File: src/rtl/boa_irq_pkg.sv
// boa_irq_pkg: shared definitions for the Boa interrupt controller.
//   register word indices, CLAIM result layout, and the CLAIM priority encoder.
package boa_irq_pkg;

   localparam int IRQ_N = 16;

   localparam logic [2:0] IRQ_REG_ENABLE  = 3'd0;
   localparam logic [2:0] IRQ_REG_MODE    = 3'd1;
   localparam logic [2:0] IRQ_REG_PENDING = 3'd2;
   localparam logic [2:0] IRQ_REG_ACTIVE  = 3'd3;
   localparam logic [2:0] IRQ_REG_SET     = 3'd4;
   localparam logic [2:0] IRQ_REG_CLAIM   = 3'd5;

   typedef struct packed {
      logic       valid;
      logic [3:0] idx;
   } irq_claim_t;

   // lowest-numbered set bit wins; scanning downward lets the last hit stand
   function automatic irq_claim_t irq_prio_enc(input logic [IRQ_N-1:0] active);
      irq_claim_t c;
      c = '0;
      for (int i = IRQ_N - 1; i >= 0; i--) begin
         if (active[i]) begin
            c.valid = 1'b1;
            c.idx   = 4'(i);
         end
      end
      return c;
   endfunction

endpackage

File: src/rtl/boa_sync.sv
// boa_sync: multi-flop synchroniser, cleared by rst_n.
//   clk    in          sampling clock
//   rst_n  in          asynchronous active-low clear
//   d      in  [width] asynchronous input
//   q      out [width] synchronised output, stages cycles later
module boa_sync #(
   parameter int stages = 2,
   parameter int width  = 1
) (
   input  logic             clk,
   input  logic             rst_n,
   input  logic [width-1:0] d,
   output logic [width-1:0] q
);

   logic [stages-1:0][width-1:0] ff;

   always_ff @(posedge clk or negedge rst_n) begin
      if (!rst_n) begin
         ff <= '0;
      end else begin
         ff <= {ff[stages-2:0], d};
      end
   end

   assign q = ff[stages-1];

endmodule

File: src/rtl/boa_irq_ctl.sv
// boa_irq_ctl: 16-source interrupt controller feeding the CPU irq[15:0] input.
//   clk    in       CPU clock
//   rst_n  in       asynchronous active-low reset
//   src    in  16   raw asynchronous interrupt sources
//   irq    out 16   registered pending & enable
//   re     in       register read strobe
//   we     in       register write strobe (wins over re)
//   addr   in  3    word register index
//   wdata  in  32   write data
//   rdata  out 32   read data, valid while ready
//   ready  out      one-cycle pulse after each accepted access
module boa_irq_ctl
   import boa_irq_pkg::*;
#(
   parameter int sync_stages = 2
) (
   input  logic        clk,
   input  logic        rst_n,
   input  logic [15:0] src,
   output logic [15:0] irq,
   input  logic        re,
   input  logic        we,
   input  logic [2:0]  addr,
   input  logic [31:0] wdata,
   output logic [31:0] rdata,
   output logic        ready
);

   logic [15:0] src_sync;
   logic [15:0] src_hist;
   logic [15:0] enable;
   logic [15:0] mode;
   logic [15:0] pending;
   logic [15:0] pending_nxt;
   logic [15:0] active;
   logic [15:0] hw_set;
   logic [15:0] sw_set;
   logic [15:0] sw_clr;
   logic [15:0] claim_clr;
   logic [31:0] rd_val;
   logic        rd_acc;
   irq_claim_t  claim;
   logic        unused_wdata_hi;

   assign unused_wdata_hi = ^wdata[31:16];

   boa_sync #(
      .stages (sync_stages),
      .width  (16)
   ) u_sync (
      .clk   (clk),
      .rst_n (rst_n),
      .d     (src),
      .q     (src_sync)
   );

   assign rd_acc = re & ~we;
   assign active = pending & enable;
   assign claim  = irq_prio_enc(active);

   always_comb begin
      hw_set    = src_sync & ~src_hist;
      sw_set    = (we && addr == IRQ_REG_SET)     ? wdata[15:0] : '0;
      sw_clr    = (we && addr == IRQ_REG_PENDING) ? wdata[15:0] : '0;
      claim_clr = '0;
      if (rd_acc && addr == IRQ_REG_CLAIM && claim.valid) begin
         claim_clr[claim.idx] = 1'b1;
      end
      // edge bits: set beats clear; level bits: mirror the synchronised source
      pending_nxt = (mode & (hw_set | sw_set | (pending & ~(sw_clr | claim_clr))))
                  | (~mode & src_sync);
   end

   always_comb begin
      rd_val = '0;
      case (addr)
         IRQ_REG_ENABLE:  rd_val = {16'b0, enable};
         IRQ_REG_MODE:    rd_val = {16'b0, mode};
         IRQ_REG_PENDING: rd_val = {16'b0, pending};
         IRQ_REG_ACTIVE:  rd_val = {16'b0, active};
         IRQ_REG_CLAIM:   rd_val = {27'b0, claim};
         default:         rd_val = '0;
      endcase
   end

   always_ff @(posedge clk or negedge rst_n) begin
      if (!rst_n) begin
         enable   <= '0;
         mode     <= '0;
         pending  <= '0;
         src_hist <= '0;
         irq      <= '0;
         rdata    <= '0;
         ready    <= 1'b0;
      end else begin
         // history tracks in every mode so a level->edge switch sees no false edge
         src_hist <= src_sync;
         pending  <= pending_nxt;
         irq      <= active;
         ready    <= re | we;
         rdata    <= rd_acc ? rd_val : '0;
         if (we) begin
            case (addr)
               IRQ_REG_ENABLE: enable <= wdata[15:0];
               IRQ_REG_MODE:   mode   <= wdata[15:0];
               default:        ;
            endcase
         end
      end
   end

endmodule

File: config.mk
export PLATFORM = sky130hd
export DESIGN_NAME = boa_irq_ctl
export DESIGN_NICKNAME = d
export VERILOG_FILES = /design/src/rtl/boa_irq_pkg.sv /design/src/rtl/boa_sync.sv /design/src/rtl/boa_irq_ctl.sv
export SDC_FILE = /design/constraint.sdc
export NUM_CORES = 1
export LEC_CHECK = 0
export ABC_AREA = 1
export CORE_MARGIN = 2
export CORE_UTILIZATION = 30
export CTS_BUF_LIST = sky130_fd_sc_hd__clkbuf_4 sky130_fd_sc_hd__clkbuf_8
export DETAILED_ROUTE_END_ITERATION = 6
export PLACE_DENSITY_LB_ADDON = 0.08
export RECOVER_POWER = 50
export SYNTH_ARGS = -nofsm -noshare
export SYNTH_HDL_FRONTEND = slang
export SYNTH_SLANG_ARGS = --single-unit
File: constraint.sdc
create_clock -name clk -period 2.55 [get_ports clk]
set_input_delay 0.255 -clock clk [delete_from_list [all_inputs] [get_ports clk]]
set_output_delay 0.255 -clock clk [all_outputs]
set_load 0.01 [all_outputs]
# Word-level counts from Yosys, hierarchy flattened
# Index checks and enable logic that the tools add are counted.
[totals] word_cells=62 ram_bits=0 input_bits=55 romBits=0 output_inout_bits=49 mem_count=0 latch_bits=0 regBits=145
[op_classes] shift=0 n_mux=23 n_reduce_logical=8 n_eq_ne=5 bitwise=15 addsub=0 div=0 n_mul=0 order_cmp=2
[ops] operator="$and 16x16->16" n=5
[ops] operator="$mux 5" n=16
[ops] operator="$pmux 16 s5" n=1
[ops] operator="$or 16x16->16" n=4
[ops] operator="$mux 16" n=3
[ops] operator="$not 16->16" n=3
[ops] operator="$mux 32" n=1
[ops] operator="$eq 3x2->1 const B" n=2
[ops] operator="$eq 3x3->1 const B" n=2
[ops] operator="$logic_and 1x1->1" n=5
[ops] operator="$lt 4x5->1 const B" n=1
[ops] operator="$demux 1 s4" n=1
[ops] operator="$ge 4x1->1 const B" n=1
[ops] operator="$reduce_and 2->1" n=2
[ops] operator="$eq 3x1->1 const B" n=1
[ops] operator="$logic_not 3->1" n=1
[ops] operator="$and 1x1->1" n=1
[ops] operator="$mux 1" n=1
[ops] operator="$not 1->1" n=1
[ops] operator="$or 1x1->1" n=1

# Logic depth before layout (Yosys ltp)
# Gate-level depths: netlist of run 1.
[depth] ltp_word=28 mapped_depth=20 mapped_depth_nobuf=20

# Hierarchy
# A second synthesis of run 1 with hierarchy kept.
[unflattened] cells_unflattened=583 hier_area_um2=5622.9
[by_module_without_submodules] mod="boa_irq_ctl" instances=1 area_per_inst_um2=4702.0 seq_area_each_um2=2427.3 cells_per_inst=535
[by_module_without_submodules] mod="boa_sync" instances=1 area_per_inst_um2=920.9 seq_area_each_um2=800.8 cells_per_inst=48

# Worst setup path after synthesis of run 1
# No wires, ideal clock.
[synth_timing] path_type="reg2reg" from="register enable[1]" to="register pending[15]" path_stages_with_launch=11 setup_ps=127 period_less_slack_ps=1674 n_path_buf=0 t_required_ps=2423 arrival_time_ps=1548 path_slack_ps=876 cell_sequence="dfrtp_1 nand2_2 inv_2 nor3_4 nand2_2 a21oi_4 inv_2 nor3_4 nand4_1 o211ai_1 a21oi_1"
[synth_between] elab_chain_cells=14 word_cells_on_any_way=16 classes_between="order compare: 2; mux: 5; bitwise: 7; reduce/logical: 2"
[synth_lines] element="start: declaration" line_no="boa_irq_ctl.sv:31" source="logic [15:0] enable;"
[synth_lines] element="start signal: assignment" line_no="boa_irq_ctl.sv:104" source="IRQ_REG_ENABLE: enable <= wdata[15:0];"
[synth_lines] element="$and 16x16->16 *" line_no="boa_irq_ctl.sv:58" source="assign active = pending & enable;"
[synth_lines] element="net active[1]" line_no="boa_irq_ctl.sv:35" source="logic [15:0] active;"
[synth_lines] element="$mux 5 * (2 in series)" line_no="boa_irq_pkg.sv:24" source="if (active[i]) begin"
[synth_lines] element="$lt 4x5->1 (not written as such) or $ge 4x1->1 (tied branches)" line_no="boa_irq_ctl.sv:67" source="claim_clr[claim.idx] = 1'b1;"
[synth_lines] element="$logic_and 1x1->1 (not written as such)" line_no="boa_irq_ctl.sv:67"
[synth_lines] element="$mux 1 (not written as such)" line_no="boa_irq_ctl.sv:67"
[synth_lines] element="$demux 1 s4" line_no="boa_irq_ctl.sv:67"
[synth_lines] element="$mux 16 *" line_no="boa_irq_ctl.sv:66" source="if (rd_acc && addr == IRQ_REG_CLAIM && claim.valid) begin"
[synth_lines] element="$or 16x16->16 *" line_no="boa_irq_ctl.sv:70" source="pending_nxt = (mode & (hw_set | sw_set | (pending & ~(sw_clr | claim_clr))))"
[synth_lines] element="$not 16->16 *" line_no="boa_irq_ctl.sv:70"
[synth_lines] element="$and 16x16->16 *" line_no="boa_irq_ctl.sv:70"
[synth_lines] element="$or 16x16->16 *" line_no="boa_irq_ctl.sv:70"
[synth_lines] element="$and 16x16->16 *" line_no="boa_irq_ctl.sv:70"
[synth_lines] element="$or 16x16->16 *" line_no="boa_irq_ctl.sv:71" source="| (~mode & src_sync);"
[synth_lines] element="net pending_nxt[15]" line_no="boa_irq_ctl.sv:34" source="logic [15:0] pending_nxt;"
[synth_lines] element="end signal: assignment" line_no="boa_irq_ctl.sv:98" source="pending <= pending_nxt;"
[synth_lines] element="end: declaration" line_no="boa_irq_ctl.sv:33" source="logic [15:0] pending;"
# The timed path passes the listed nets; every way through them passes the cells marked *.
# A chain may end at the register's enable or synchronous reset.

# Worst setup path after layout of run 1
[layout_timing] from="register enable[1]" to="register pending[11]"
# The elaborated chain is that of the path after synthesis.

==> results.cfg, run 1 <==
[setup_path]
path_delay_family = simple AND/OR/NAND/NOR gates
startpoint = enable[1]
crit_buf_inv = 2
path_max_fanout = 4
worstPathArrival_ns = 2.40
cp.required_ns = 2.87
crit_top_cell = inv_2
start_kind = flip-flop
crit_chain = nand2_1, inv_2, nor3_4, nand2_2, a21oi_4, inv_2, nor2_1, nand4_1, o211ai_1, a21oi_1
r2r-start = enable[1]
crit_type = reg -> reg
crit_slowest_cell = dfrtp_1
slowest_delay_ns = 0.40
end_kind = flip-flop

[outcome]
outcome = completed

[synth]
synth_commonest_cells = 129 x dfrtp_1, 97 x nand2_1, 78 x inv_1
synth_edf_count = 0
syn-cell-area_sq_um = 5296
yosysTopAreaCellShare_pct = 60.95
synth_area_leader_cell = dfrtp_1
syn_inst = 539
synth_most_common_cell = dfrtp_1
avgSynthCellArea_sq_um = 9.826
yosysWarnings = 0
synth_seq_cells = 129
yosysSeqAreaShare_pct = 60.95
ys_top_cells_by_area = dfrtp_1 61%, nand2_1 6.9%, inv_1 5.5%, o21ai_0 5.1%, nor2_1 2.8%
async_reset_ff_share_pct = 100.0
yosysUniqueCellTypes = 35
ys.flop_type = dfrtp_1

[clock_network]
cts_root_buf = clkbuf_8
postCtsHoldBufs = 1
cts_tree = built
cts_buffer_depth = 2
post_cts_resized = 0
clk_pin_slew_ns = 0.08
cts_setup_buffers = 0
cts_max_level = 4
clock-sinks = 129
clk_latency_ns = 0.44
numCtsBuffers = 17

[floorplanning]
ioPinCount = 104
die_h_um = 136.9
fp.dieArea_sq_um = 18730
coreArea_sq_um = 17300
start_util_pct = 30.62
rows = 48
die_x_um = 136.9

[routing]
wl_per_cell_um = 15.42
vias_per_cell = 4.654
firstDrtPassIters = 5
drt_iter0_markers = 281
vias = 4044
wl_mm = 13.40
remaining_drc_errors = 0
ant_nets = 0

[layout]
nets = 687
n_antenna_cell = 0
stdcell_area_sq_um = 6704
fillers = 1738
area_growth_pct = 26.58
drive_gt1_share_pct = 11.18
multi_input_area_sq_um = 1623
stdcell_count = 869
register_area_sq_um = 3228

[pwr]
vdd_drop_max_uv = 290.4
leakagePower_nw = 3.241
p_per_area_nw_per_um2 = 780.2

[job]
drv_cap = 0

[sta]
rsz0062_at_grt = false
max_clock_freq_mhz = 481.0
setup_tns_ns = 0
finalCritPeriodShare_pct = 81.52
tightest_slew_ns = 1.122
period_minus_slack_ns = 2.079
slew_headroom_pct = 25.21
finalHoldViolations = 0
fin_skew_ns = 0.006835
setup_violations = 0
slew_viol_final = 0

[hold_path]
min_path_type = reg -> reg
holdCritStartpoint = u_sync.ff[12]

[placed_design]
post-dp-hpwl_mm = 9.242
place_inst = 837
place_area_sq_um = 6304
port_buffers = 71
finalWeightedCongestion = 0.8455

[global_route]
track_usage_pct = 15.54
grt_max_degree = 45
grt_first_pass_wirelength_mm = 21.29
antenna_found_initial = 1
gr-total-overflow = 0
grt_pass1_vias = 3920
where the power goes:
group          internal (W)  leakage [nW]  total [W]  switching [W]
logic              0.000387          1.47   0.000992       0.000604
registers           0.00228          1.58    0.00244       0.000161
clock network      0.000985         0.193    0.00180       0.000816
total               0.00365          3.24    0.00523        0.00158
cell type report:
cell class                 instances  area share (%)
clock inverter                    13           2.445
clock buffer                      18           3.695
multi-input combinational        311           24.21
sequential                       129           48.15
tap                              225           4.199
timing repair buffer              88           12.49
inverter                          85           4.815
worst paths after layout:
| check | endpoint | slack (ns) | cells after the start |
|---|---|---|---|
| max reg2reg | pending[11] | 0.47 | 10 |
| min | u_sync.q[12] | 0.35 | 0 |
| min reg2reg | u_sync.q[12] | 0.35 | 0 |
| max in group asynchronous | mode[10] | 0.65 | 3 |
| max | pending[11] | 0.47 | 10 |
| min in group asynchronous | u_sync.ff[15] | 0.56 | 2 |
logic make-up (layout without fill, tap and decap cells):
family / count (synthesis) / after routing / synth area share, %
buf+inv: 114 / 204 / 9.331
simple gates: 175 / 175 / 15.00
compound gates: 120 / 120 / 14.65
other cells: 1 / 16 / 0.07080
flops: 129 / 129 / 60.95
stage by stage:
stage | total power (W) | hold slack [ns] | util, % | setup slack, ns
floorplan | 0.003076 | -0.04059 | - | 0.8757
global placement | 0.003468 | 0.2920 | 36.44 | 0.2537
detailed placement | 0.003491 | 0.2974 | 36.44 | 0.2408
CTS | 0.005322 | 0.2054 | 38.88 | 0.5272
global route | 0.005557 | 0.3227 | 38.76 | 0.2061
finish | 0.005231 | 0.3504 | 38.76 | 0.4712
cells in the final DEF, fill, tap and decap left out, drive strengths merged, types with 13 or more instances in the layout:
cell           instances
clkbuf                22
conb                  16
nor2                  42
o21ai                 56
dlygate4sd3           18
dfrtp                129
buf                   13
nand2                108
clkdlybuf4s50         53
nand3                 13
a221oi                14
o221ai                16
inv                   83
a21oi                 21
layer usage:
metal  vias up  routed length (um)  track usage (%)
li1       1923                   -                -
met1      1940                6254            21.31
met2       156                6006            23.19
met3        25                 880            4.778
met4         0                 259            5.670
met5         -                   0                0
sequential cells by signal, indices dropped and copies added, names as in the netlist:
signal / cells
enable: 16
u_sync.ff: 16
irq: 16
ready: 1
u_sync.q: 16
mode: 16
pending: 16
src_hist: 16
rdata: 16
(Power assumes the default switching activity.)
==> inputs of run 2 (changes only) <==
- clock period: 2.55 -> 1.69 ns (I/O delays scaled with it)
==> run 2 against run 1 <==
The flow now finishes with violations (setup timing). Sequential power grew 51%. Largest power group unchanged. Final area grew 14%. Die area is the same.
==> results.cfg, run 2 (synthesized netlist as in run 1, its figures left out) <==
[outcome]
outcome = finished, violations left
failed_checks = setup timing

[routing]
wl_mm = 14.72
wl_per_cell_um = 15.34
drt_iter0_markers = 303
vias_per_cell = 4.546
ant_nets = 0
wl_met2_mm = 6.684
wl_met1_mm = 7.000
met3_length_um = 829
remaining_drc_errors = 0
vias = 4364
routed.top_layer = met4
firstDrtPassIters = 5

[floorplanning]
die_x_um = 136.9
die_h_um = 136.9
start_util_pct = 30.62
fp.dieArea_sq_um = 18730
ioPinCount = 104
rows = 48
coreArea_sq_um = 17300

[sta]
setup_violations = 19
period_minus_slack_ns = 1.905
timing.hold.ws_ns = 0.2598
rsz0062_at_grt = true
tightest_slew_ns = 1.302
max_clock_freq_mhz = 524.8
slew_viol_final = 0
slew_headroom_pct = 13.18
setup_tns_ns = -2.566
fin_skew_ns = 0.01027
finalHoldViolations = 0
finalCritPeriodShare_pct = 112.7
setup_ws_ns = -0.2154

[placed_design]
place_area_sq_um = 6899
finalWeightedCongestion = 0.8393
port_buffers = 71
post-dp-hpwl_mm = 10.14

[global_route]
grt_pass1_vias = 4355
track_usage_pct = 17.03
gr-total-overflow = 0
grt_max_degree = 58
grt_first_pass_wirelength_mm = 23.58
antenna_found_initial = 0

[layout]
drive_gt1_share_pct = 28.57
nets = 777
n_antenna_cell = 0
mostFrequentLayoutCells = 129 x dfrtp_1, 92 x buf_4, 77 x inv_1, 75 x nand2_1, 54 x clkdlybuf4s50_1
area_growth_pct = 44.34
multi_input_area_sq_um = 1836
stdcell_area_sq_um = 7645
fillers = 1714
register_area_sq_um = 3228
final_common_cell = dfrtp_1
utilization_pct = 44.20

[clock_network]
numCtsBuffers = 17
cts_buffer_depth = 2
clock-sinks = 129
cts_tree = built
cts_root_buf = clkbuf_8
clk_pin_slew_ns = 0.08
cts_max_level = 4
clk_latency_ns = 0.46

[pwr]
p_total_w = 0.008599
p_per_area_nw_per_um2 = 1125
vdd_drop_max_uv = 585.1
leakagePower_nw = 3.743

[setup_path]
cp.required_ns = 2.03
crit_type = reg -> reg
worstPathArrival_ns = 2.25
end_kind = flip-flop
path_max_fanout = 9
start_kind = flip-flop

[job]
drv_cap = 0

[hold_path]
min_path_type = in -> reg
==> run 2: power breakdown <==
group	total, W	internal, W	switching (W)
Clock	0.00246	0.00118	0.00127
Combinational	0.00247	0.00121	0.00126
Sequential	0.00368	0.00343	0.000240
Total	0.00860	0.00583	0.00277
==> run 2: area by class of cell <==
type	instances	share of cell area [%]
multi-input cells	311	24.01
inverters	85	4.304
repair buffers	178	21.03
well taps	225	3.682
clock inverters	14	1.506
flip-flops and latches	129	42.23
clock buffers	18	3.241
==> run 2: worst paths after layout <==
path	startpoint	to	slack [ns]	depth (start not counted)
setup / recovery	pending[15]	pending[15]	-0.22	12
hold / removal	src[8]	u_sync.ff[8]	0.26	1
setup reg to reg	pending[15]	pending[15]	-0.22	12
hold reg to reg	u_sync.ff[10]	u_sync.q[10]	0.35	0
max in group asynchronous	rst_n	u_sync.ff[6]	0.24	3
min in group asynchronous	rst_n	pending[13]	0.53	2
==> run 2: per-layer routing <==
layer	global-route usage (%)	vias up
li1	-	2109
met1	23.87	2108
met2	25.75	129
met3	4.185	18
met4	5.842	0
met5	0	-
==> run 2: worst max-delay path: stages (launching register included) <==
cell and delay (ns):
dfrtp_1 0.40, nand2_4 0.10, nand2_2 0.12, buf_4 0.12, a31oi_1 0.06, nor2_1 0.14, nor2_1 0.06, o21bai_1 0.18
nand3_2 0.14, clkinv_4 0.13, nand4_1 0.14, o211ai_1 0.13, a21oi_1 0.08
==> run 2: metrics by stage <==
stage	instances	setup slack (ns)
after floorplan	554	0.01573
after global placement	908	-0.3456
after detailed placement	908	-0.4397
after CTS	955	-0.2133
after global routing	960	-0.3406
final	960	-0.2154
==> run 2: what timing repair did <==
| action | CTS | global route |
|---|---|---|
| hold buffers | 1 | 0 |
| setup buffers | 14 | 7 |
| endpoints found under the setup margin | 21 | 22 |
| gates resized for setup | 32 | 37 |
| pin swaps | 18 | 36 |
| hold endpoints to repair | 129 | 0 |
